===== src/rtl/known_sinks_pkg.sv =====
// Shared constants and state encoding for the knownSinks table, used by
// both the writer that builds it and the reader that checks membership.
package known_sinks_pkg;

    localparam int WORD_WIDTH       = 16;
    localparam int MAX_SINKS        = 16;
    localparam int SINK_ENTRY_BYTES = 2;
    localparam logic [WORD_WIDTH-1:0] KNOWN_SINKS_BASE = 16'h0000;

    typedef enum logic [1:0] {
        IDLE,
        SCAN,
        WRITE
    } state_e;

endpackage


===== src/rtl/known_sinks_writer.sv =====
// Appends announced sink IDs to the knownSinks table in shared memory,
// skipping IDs already present and dropping new ones once the table is full.
module known_sinks_writer
    import known_sinks_pkg::*;
#(
    parameter int                             WORD_WIDTH = known_sinks_pkg::WORD_WIDTH,
    parameter int                             MAX_SINKS  = known_sinks_pkg::MAX_SINKS,
    parameter logic [known_sinks_pkg::WORD_WIDTH-1:0] BASE_ADDR = known_sinks_pkg::KNOWN_SINKS_BASE
) (
    input  logic                  clock,
    input  logic                  reset,
    input  logic                  clear,
    input  logic [WORD_WIDTH-1:0] sink_id,
    input  logic                  sink_valid,
    output logic                  sink_ready,
    output logic [WORD_WIDTH-1:0] mem_address,
    input  logic [WORD_WIDTH-1:0] mem_rd_data,
    output logic [WORD_WIDTH-1:0] mem_wr_data,
    output logic                  mem_wr_en,
    output logic [4:0]            sink_count,
    output logic                  full,
    output logic                  new_sink,
    output logic                  duplicate,
    output logic                  dropped
);

    state_e                state_q, state_d;
    logic [WORD_WIDTH-1:0] id_q, id_d;
    logic [4:0]            idx_q, idx_d;
    logic [4:0]            count_q, count_d;
    logic                  newSink_q, newSink_d;
    logic                  duplicate_q, duplicate_d;
    logic                  dropped_q, dropped_d;
    logic                  writeReq;

    // Entries are word-sized, so the byte offset is the index doubled.
    function automatic logic [WORD_WIDTH-1:0] entryAddr(input logic [4:0] index);
        return BASE_ADDR + (WORD_WIDTH'(index) << 1);
    endfunction

    always_ff @(posedge clock) begin
        if (reset || clear) begin
            state_q     <= IDLE;
            id_q        <= '0;
            idx_q       <= '0;
            count_q     <= '0;
            newSink_q   <= 1'b0;
            duplicate_q <= 1'b0;
            dropped_q   <= 1'b0;
        end else begin
            state_q     <= state_d;
            id_q        <= id_d;
            idx_q       <= idx_d;
            count_q     <= count_d;
            newSink_q   <= newSink_d;
            duplicate_q <= duplicate_d;
            dropped_q   <= dropped_d;
        end
    end

    always_comb begin
        state_d     = state_q;
        id_d        = id_q;
        idx_d       = idx_q;
        count_d     = count_q;
        newSink_d   = 1'b0;
        duplicate_d = 1'b0;
        dropped_d   = 1'b0;
        sink_ready  = 1'b0;
        mem_address = BASE_ADDR;
        writeReq    = 1'b0;

        unique case (state_q)
            IDLE: begin
                sink_ready = 1'b1;
                if (sink_valid) begin
                    id_d    = sink_id;
                    idx_d   = '0;
                    state_d = (count_q != 5'd0) ? SCAN : WRITE;
                end
            end
            SCAN: begin
                mem_address = entryAddr(idx_q);
                // Only populated entries are visited, so stale words past count never match.
                if (mem_rd_data == id_q) begin
                    duplicate_d = 1'b1;
                    state_d     = IDLE;
                end else if (idx_q == count_q - 5'd1) begin
                    if (count_q < 5'(MAX_SINKS)) begin
                        state_d = WRITE;
                    end else begin
                        dropped_d = 1'b1;
                        state_d   = IDLE;
                    end
                end else begin
                    idx_d = idx_q + 5'd1;
                end
            end
            WRITE: begin
                mem_address = entryAddr(count_q);
                writeReq    = 1'b1;
                count_d     = count_q + 5'd1;
                newSink_d   = 1'b1;
                state_d     = IDLE;
            end
            default: begin
                state_d = IDLE;
            end
        endcase
    end

    // Gating keeps memory untouched on an edge that resets or clears the table.
    assign mem_wr_en   = writeReq && !reset && !clear;
    assign mem_wr_data = id_q;
    assign sink_count  = count_q;
    assign full        = (count_q == 5'(MAX_SINKS));
    assign new_sink    = newSink_q;
    assign duplicate   = duplicate_q;
    assign dropped     = dropped_q;

endmodule


===== config.mk =====
export PLATFORM = sky130hd
export DESIGN_NAME = known_sinks_writer
export DESIGN_NICKNAME = d
export VERILOG_FILES = /design/src/rtl/known_sinks_pkg.sv /design/src/rtl/known_sinks_writer.sv
export SDC_FILE = /design/constraint.sdc
export NUM_CORES = 1
export LEC_CHECK = 0
export ABC_AREA = 1
export CAP_MARGIN = 25
export CORE_ASPECT_RATIO = 0.8
export CORE_UTILIZATION = 47
export CTS_CLUSTER_DIAMETER = 200
export DETAILED_ROUTE_END_ITERATION = 10
export PLACE_DENSITY = 0.91
export SETUP_SLACK_MARGIN = 0.5
export SLEW_MARGIN = 10
export SYNTH_ARGS = -nofsm -noshare
export SYNTH_HDL_FRONTEND = slang
export SYNTH_SLANG_ARGS = --single-unit

===== constraint.sdc =====
create_clock -name clock -period 3.39 [get_ports clock]
set_input_delay 0.678 -clock clock [delete_from_list [all_inputs] [get_ports clock]]
set_output_delay 0.678 -clock clock [all_outputs]
set_load 0.05 [all_outputs]

==> metrics.cfg <==
[floorplanning]
die_w_um = 74.3
die_y_um = 59.9
dieArea_um2 = 4450
start_util_pct = 50.4
core_area_um2 = 3900
ioPinCount = 79
row_count = 20

[pwr]
comb_power_share_pct = 25.4
intPower_uw = 605
pwr-share-seq_pct = 43.4
cellLeakagePower_uw = 0.00122
p_sw_share_pct = 32.0
cellPowerDensity_nw_per_um2 = 325
ir_drop_v = 0.000246
power.switching_uw = 284
p_clk_share_pct = 31.2
report.power.total_uw = 889

[yosys]
synthDistinctLibCells = 28
avgSynthCellArea_um2 = 6.22
synth-seq-cells = 31
synth-seq-area-share_pct = 31.6
synthCells = 316
syn_area_um2 = 1970
yosys_warnings = 0

[global_routing]
overflow = 0
grt_max_degree = 28
grt_usage_pct = 24.1
antenna_found_initial = 0
grt_pass1_wl_um = 8120
grt_pass1_vias = 1915

[placed_design]
hpwl_um = 3900
port-buffer-count = 67
place_congestion = 0.919
dp_slack_ns = 0.682

[clock_tree]
ctsHoldBuffers = 0
ctsRootBufferMaster = clkbuf_8
path_clk_slew_ns = 0.06
clkSinkCount = 31
clock_latency_ns = 0.29
cts_buffer_depth = 2
tritoncts = yes
cts_made_buffers = 5
htree_levels = 2

[drt]
via_per_inst = 4.80
routedWlPerCell_um = 11.2
drc_errors = 0
ant_nets = 0
wirelength_um = 4940
drt_pass1_iterations = 5
vias = 2116
drt-initial-drc-count = 111

[cells_and_area]
drive_above_1_share_pct = 7.25
nNetsFinal = 427
area_growth_pct = 39.2
antennaDiodeCount = 0

[sta]
hold_viol = 0
slew_headroom_pct = 65.3
worst_slack_ns = 0.640
hold_slack_ns = 0.475
finalSetupViolCount = 0
worstMarginPinSlew_ns = 0.519
fin_skew_ns = 0.00520
post-route-period-util_pct = 81.1
rsz0062_at_grt = false
min_period_ns = 2.75
tns_ns = 0
fmax_mhz = 364
slew_viol_final = 0

[critical_path]
cp.required_ns = 2.71
end_kind = output pin
crit_type = register to output pin
cp-start-kind = register
crit_fanout = 6
cp.arrival_ns = 2.07

[run]
drv_cap = 0

[outcome]
status = complete, no violations

[min_path]
holdCritPathClass = register to register

[cell usage in the layout (no fill, tap or decap)]
master	n
nand2_1	80
clkdlybuf4s50_1	61
nor2_1	49
inv_1	41
dfxtp_1	31
a21oi_1	25
o21ai_0	20
nand3_1	11
conb_1	11
inv_2	8
nand4_1	6
ha_1	6
clkbuf_8	5
dlygate4sd2_1	5
nand2_2	3
nand3_2	3
nor2_2	2
nand3_4	2
o21ai_1	2
clkbuf_1	2
buf_4	2
xnor2_1	1
nor3_1	1
o31ai_1	1
o21a_1	1
a21oi_2	1
nor3b_1	1
xor2_1	1
and2_1	1
o31a_1	1
clkinv_2	1
buf_12	1
[sequential cells by signal, summed over array words and instances (netlist names)]
| signal | flops |
|---|---|
| new_sink | 1 |
| duplicate | 1 |
| state_q | 2 |
| mem_wr_data | 16 |
| dropped | 1 |
| sink_count | 5 |
| idx_q | 5 |
[routing by layer]
metal / up-vias / share of wire [%] / GRT usage [%] / wire length, µm
met2: 78 / 47 / 41.2 / 2310
li1: 1102 / - / - / -
met1: 928 / 43 / 28.7 / 2140
met3: 8 / 8.6 / 6.07 / 424
met5: - / 0 / 0 / 0
met4: 0 / 1.3 / 10.8 / 66
[path summary, 6_finish.rpt]
| kind | from | end | slack [ns] | cells past startpoint |
|---|---|---|---|---|
| setup / recovery | sink_count[0]$_SDFFE_PP0P_ | full | 0.64 | 5 |
| hold / removal | mem_wr_data[10]$_SDFFE_PP0P_ | mem_wr_data[10]$_SDFFE_PP0P_ | 0.47 | 2 |
| setup reg to reg | state_q[1]$_SDFFE_PP0P_ | idx_q[0]$_SDFFE_PP0P_ | 1.49 | 7 |
| hold reg to reg | mem_wr_data[10]$_SDFFE_PP0P_ | mem_wr_data[10]$_SDFFE_PP0P_ | 0.47 | 2 |
[critical path, cell delays in order, from the launching register on]
cell,delay (ns)
dfxtp_1,0.36
inv_2,0.11
ha_1,0.27
nand3_1,0.17
inv_1,0.08
clkdlybuf4s50_1,0.79
[cell usage after synthesis]
| cell type | count | area share (%) |
|---|---|---|
| and2_1 | 1 | 0.32 |
| buf_4 | 11 | 4.2 |
| nor2_1 | 49 | 9.4 |
| nor3b_1 | 1 | 0.38 |
| ha_1 | 6 | 3.8 |
| nand2_1 | 80 | 15 |
| a21oi_2 | 1 | 0.45 |
| nand3_1 | 11 | 2.8 |
| o21ai_0 | 20 | 5.1 |
| buf_2 | 1 | 0.25 |
| o31a_1 | 1 | 0.45 |
| dfxtp_1 | 31 | 32 |
| inv_1 | 41 | 7.8 |
| xor2_1 | 1 | 0.45 |
| o31ai_1 | 1 | 0.38 |
| clkbuf_1 | 5 | 0.95 |
| nor2_2 | 2 | 0.64 |
| o21a_1 | 1 | 0.38 |
| a21oi_1 | 25 | 6.4 |
| nor3_1 | 1 | 0.25 |
| nand3_4 | 2 | 1.8 |
| nand2_2 | 3 | 0.95 |
| inv_2 | 8 | 1.5 |
| xnor2_1 | 1 | 0.45 |
| nand4_1 | 6 | 1.9 |
| conb_1 | 1 | 0.19 |
| nand3_2 | 3 | 1.5 |
| o21ai_1 | 2 | 0.51 |
[logic make-up (layout without fill, tap and decap cells)]
logic type | Yosys count | in the layout | synth area share [%]
and+or+nand+nor | 159 | 159 | 35.2
buffers and inverters | 66 | 126 | 14.8
AOI/OAI and AO/OA | 51 | 51 | 13.6
DFF | 31 | 31 | 31.6
adders and majority gates | 6 | 6 | 3.82
xor gates and xnor gates | 2 | 2 | 0.891
other | 1 | 11 | 0.191
[area by class of cell]
type | instances | area, µm²
fill | 321 | 1170
multi-input combinational | 229 | 1090
timing repair buffer | 69 | 689
sequential | 31 | 621
inverter | 49 | 184
clock buffer | 7 | 76.3
tap | 55 | 68.8
clock inverter | 1 | 5.00
[power groups by stage]
stage / clock [µW] / combinational, µW / sequential, µW
after CTS: 280 / 226 / 386
after floorplan: 0 / 117 / 427
after detailed placement: 0 / 225 / 394
after global routing: 297 / 246 / 387
after global placement: 0 / 221 / 393
final: 277 / 226 / 386
[per-stage QoR]
stage / instances / area [µm²] / utilization, %
after floorplan: 326 / 2000 / -
after global placement: 433 / 2660 / 68.2
after detailed placement: 433 / 2660 / 68.2
after CTS: 441 / 2740 / 70.1
after global routing: 441 / 2740 / 70.1
final: 441 / 2740 / 70.1
[what timing repair did]
| item | in CTS | in global routing |
|---|---|---|
| hold endpoints to repair | 0 | 0 |
| buffers inserted | 0 | 0 |
| endpoints found under the setup margin | 5 | 0 |
| gates resized for setup | 5 | 0 |
No activity file was read; power rests on OpenSTA's default activity.
